File: src/rtl/truth_table_sweeper_pkg.sv
// Purpose: shared types and sizes for the truth-table sweeper and its hold timer.
// Latency: n/a (declarations only).
// Backpressure: n/a.
package sweep_pkg;

  typedef enum logic [1:0] {
    IDLE  = 2'd0,
    DRIVE = 2'd1,
    DONE  = 2'd2
  } state_t;

  localparam int VEC_W   = 4;   // {a,b,c,d}
  localparam int NUM_VEC = 16;  // 2**VEC_W input combinations
  localparam int HOLD_W  = 8;   // wide enough for HOLD_CYCLES up to 255

endpackage

File: src/rtl/truth_table_sweeper_hold_timer.sv
// Purpose: per-vector dwell counter, counts 0..HOLD_CYCLES-1 and wraps.
// Latency: last is combinational from the registered count.
// Backpressure: none; enable gates counting, clear forces the count to 0.
//
// Ports:
//   clk, reset   clock, synchronous active-high reset
//   clear        force count to 0 on the next edge (priority over enable)
//   enable       advance the count on the next edge
//   last         high while count == HOLD_CYCLES-1
module hold_timer
  import sweep_pkg::*;
#(
  parameter int HOLD_CYCLES = 2
) (
  input  logic clk,
  input  logic reset,
  input  logic clear,
  input  logic enable,
  output logic last
);

  logic [HOLD_W-1:0] count;

  assign last = (count == HOLD_W'(HOLD_CYCLES - 1));

  always_ff @(posedge clk) begin
    if (reset || clear) begin
      count <= '0;
    end else if (enable) begin
      // Wrap straight back to 0 so the next vector gets a full window.
      if (last) count <= '0;
      else      count <= count + HOLD_W'(1);
    end
  end

endmodule

File: src/rtl/truth_table_sweeper.sv
// Purpose: drives {a,b,c,d}=0..15 into a 4-input function, holds each vector
//          HOLD_CYCLES clocks, and captures f into a 16-bit truth table.
// Latency: 16*HOLD_CYCLES cycles of DRIVE after start, then one DONE cycle.
// Backpressure: none; start is only honoured in IDLE or DONE, never queued.
//
// Ports:
//   clk, reset         clock, synchronous active-high reset
//   start              level-sampled sweep request
//   a, b, c, d         registered stimulus, a is the MSB of the vector index
//   f                  output of the function under test
//   busy               high while vectors are being driven
//   done               one-cycle pulse after the final sample
//   response           bit i = f sampled while {a,b,c,d} = i
//   ones_count         population count of response (0..16)
module truth_table_sweeper
  import sweep_pkg::*;
#(
  parameter int HOLD_CYCLES = 2
) (
  input  logic                clk,
  input  logic                reset,
  input  logic                start,
  output logic                a,
  output logic                b,
  output logic                c,
  output logic                d,
  input  logic                f,
  output logic                busy,
  output logic                done,
  output logic [NUM_VEC-1:0]  response,
  output logic [4:0]          ones_count
);

  if (HOLD_CYCLES < 1 || HOLD_CYCLES > 255) begin : g_bad_hold
    $error("truth_table_sweeper: HOLD_CYCLES must be in 1..255");
  end

  state_t             state;
  logic [VEC_W-1:0]   index;
  logic               launch;
  logic               last;

  // A start seen in the DONE cycle launches the next sweep directly, so a
  // held start gives back-to-back sweeps with exactly one DONE cycle between
  // them. While DRIVE is running start is ignored.
  assign launch = start && ((state == IDLE) || (state == DONE));

  hold_timer #(
    .HOLD_CYCLES (HOLD_CYCLES)
  ) u_hold_timer (
    .clk    (clk),
    .reset  (reset),
    .clear  (launch),
    .enable (state == DRIVE),
    .last   (last)
  );

  // The index register is the stimulus itself, so {a,b,c,d} is registered.
  assign {a, b, c, d} = index;

  always_ff @(posedge clk) begin
    if (reset) begin
      state      <= IDLE;
      index      <= '0;
      busy       <= 1'b0;
      done       <= 1'b0;
      response   <= '0;
      ones_count <= '0;
    end else begin
      done <= 1'b0;
      case (state)
        IDLE, DONE: begin
          if (launch) begin
            state      <= DRIVE;
            index      <= '0;
            busy       <= 1'b1;
            response   <= '0;
            ones_count <= '0;
          end else begin
            state <= IDLE;
          end
        end

        DRIVE: begin
          // Sample at the end of the hold window so f has settled.
          if (last) begin
            response[index] <= f;
            ones_count      <= ones_count + 5'(f);
            if (index == VEC_W'(NUM_VEC - 1)) begin
              state <= DONE;
              index <= '0;   // park the stimulus at 0 during DONE/IDLE
              busy  <= 1'b0;
              done  <= 1'b1;
            end else begin
              index <= index + VEC_W'(1);
            end
          end
        end

        default: state <= IDLE;
      endcase
    end
  end

endmodule

File: config.mk
export PLATFORM = sky130hd
export DESIGN_NAME = truth_table_sweeper
export DESIGN_NICKNAME = d
export VERILOG_FILES = /design/src/rtl/truth_table_sweeper_pkg.sv /design/src/rtl/truth_table_sweeper_hold_timer.sv /design/src/rtl/truth_table_sweeper.sv
export SDC_FILE = /design/constraint.sdc
export NUM_CORES = 1
export LEC_CHECK = 0
export CAP_MARGIN = 20
export CORE_AREA = 5 5 73 75
export CTS_CLUSTER_SIZE = 24
export DETAILED_ROUTE_END_ITERATION = 10
export DIE_AREA = 0 0 78 80
export PLACE_DENSITY_LB_ADDON = 0.15
export SYNTH_ARGS = -nofsm -noshare
export SYNTH_HDL_FRONTEND = slang
export SYNTH_SLANG_ARGS = --single-unit
File: constraint.sdc
create_clock -name clk -period 5.02 [get_ports clk]
set_input_delay 1.004 -clock clk [delete_from_list [all_inputs] [get_ports clk]]
set_output_delay 1.004 -clock clk [all_outputs]
set_load 0.02 [all_outputs]
==> out/results.ini <==
[timing]
rsz0062_at_grt=no
tns_ns=0
max_slew.worst_pin.slew_ns=0.881
finalHoldViolations=0
setup_viol_count_final=0
finalCritPeriodShare=0.543
fin_ws_ns=2.29
min_period_ns=2.73
fmax_mhz=367
slew_headroom=0.411
report.final.slew_viol_count=0
fin_skew_ns=0.0103

[worst_setup_path]
cp-end-kind=register
critical_path_arrival_ns=2.97
required_ns=5.26
start_kind=input port
crit_type=input port to register
critPathMaxFanout=23

[yosys]
async_flop_share=0
synth-seq-area-share=0.416
yosysWarnings=0
synth.avg_cell_area_um2=8.52
ys_types=37
synth_cells=209
ys.flop_type=dfxtp_1
synth_edf_count=0
synth_area_um2=1780
synthesis.nets=221
ys_ff_latch=37

[cells_and_area]
syn2layout_area_growth_pct=26.3
drive_gt1_frac=0.0672
final_common_cell=dfxtp_1
num_antenna_cells=0
design_area_um2=2250
final_nets=249
final_cell_mix=dfxtp_1 (37), clkdlybuf4s50_1 (30), a21oi_1 (21)
final-instance-count-excl-fill=292

[die]
core-area_um2=4600
fp-row-count=25
ioPinCount=31
start_util=0.387
fp.dieH_um=80
die_w_um=78
die_area_um2=6240

[power_and_ir_drop]
p_leak_nw=0.785
vdd_drop_max_v=0.000183
power_density_nw_per_um2=301
p_total_uw=676

[global_route]
grt_antenna_before_repair=0
grt_usage=0.150
overflow=0
grt_pass1_wl_mm=7.48
grt_max_degree=24
first_global_vias=1481

[status]
status=completed

[cts]
cts_buffers=5
htree_levels=2
holdBufCountCts=0
post_cts_resized=0
clk_root_buffer_cell=clkbuf_8
post_cts_buffers=0
clkSlewWorstSetupHoldPaths_ns=0.08
clk_latency_ns=0.29
clock_sinks=37
cts_tree=done
clk_path_buf_depth=2

[job]
cap_violations=0

[placement]
io_buffers=30
place_area_um2=2110
dp_slack_ns=1.94
dpl.hpwl_mm=3.15
dp_cells=284
gp_congestion=0.820

[detailed_routing]
detail_route.wl_per_cell_um=15.1
ant_nets=0
drtPass1Iterations=6
num_vias=1560
avgViaCountPerCell=5.34
routed_wl_mm=4.40
drc=0
drt-initial-drc-count=146

[hold_path]
hp-class=register to register

## worst paths after layout
check	from	end	slack (ns)	depth (start not counted)
worst max-delay path	reset	ones_count[3]	2.29	4
worst min-delay path	busy	busy	0.48	2
worst max register to register	state[0]	ones_count[4]	2.53	4
worst min register to register	busy	busy	0.48	2
## flip-flops by register name, summed over array words and instances, names as in the netlist
name	cells
done	1
state	2
index	4
response	16
u_hold_timer.count	8
busy	1
ones_count	5
## through the flow
step | util | hold slack [ns]
6_report | 0.489 | 0.475
5_1_grt | 0.489 | 0.509
4_1_cts | 0.489 | 0.479
3_5_place_dp | 0.460 | 0.468
3_3_place_gp | 0.460 | 0.469
2_1_floorplan | - | 0.496
## Yosys cell counts (all sizes together) (5+ instances only)
| cell type | count | share of area |
|---|---|---|
| a21oi | 21 | 0.059 |
| o21ai | 32 | 0.090 |
| ha | 8 | 0.056 |
| inv | 5 | 0.011 |
| clkbuf | 6 | 0.013 |
| nor2 | 10 | 0.021 |
| dfxtp | 37 | 0.42 |
| nand2 | 15 | 0.032 |
| nor2b | 16 | 0.056 |
| nand3 | 5 | 0.014 |
| nand2b | 6 | 0.021 |
## metal layers
metal | up-vias | share of wire | track usage
met5 | - | 0 | 0
met4 | 0 | 0.0086 | 0.0355
met3 | 6 | 0.046 | 0.0395
met2 | 34 | 0.47 | 0.250
met1 | 729 | 0.47 | 0.192
li1 | 791 | - | -
## critical path, stage by stage
cell and delay, ns:
clkdlybuf4s50_1 0.87, nand2b_1 0.48, or4_1 0.54, nand2_1 0.07
## cell families (layout without fill, tap and decap cells)
logic type | after synthesis | count (layout) | share of synthesized area
AO/OA/AOI/OAI | 65 | 65 | 0.200
buffers and inverters | 15 | 44 | 0.0337
flip-flops | 37 | 37 | 0.416
multiplexers | 1 | 1 | 0.00562
AND/OR/NAND/NOR | 76 | 76 | 0.254
adder cells (fa/ha/maj) | 8 | 8 | 0.0562
XOR/XNOR | 7 | 7 | 0.0344
## where the power goes
part           leakage [nW]  switching (mW)  internal (mW)  total (mW)
Sequential            0.299         0.00512          0.298       0.303
Combinational         0.418          0.0420         0.0250      0.0671
Clock                0.0681           0.108          0.197       0.306
## layout make-up
cell class                 count  area (um^2)
timing repair buffer          31          308
fill                         457         2350
clock inverter                 3         65.1
sequential                    37          741
clock buffer                   5         68.8
multi-input combinational    157          980
tap                           54         67.6
inverter                       5         18.8
(Power assumes the default switching activity.)
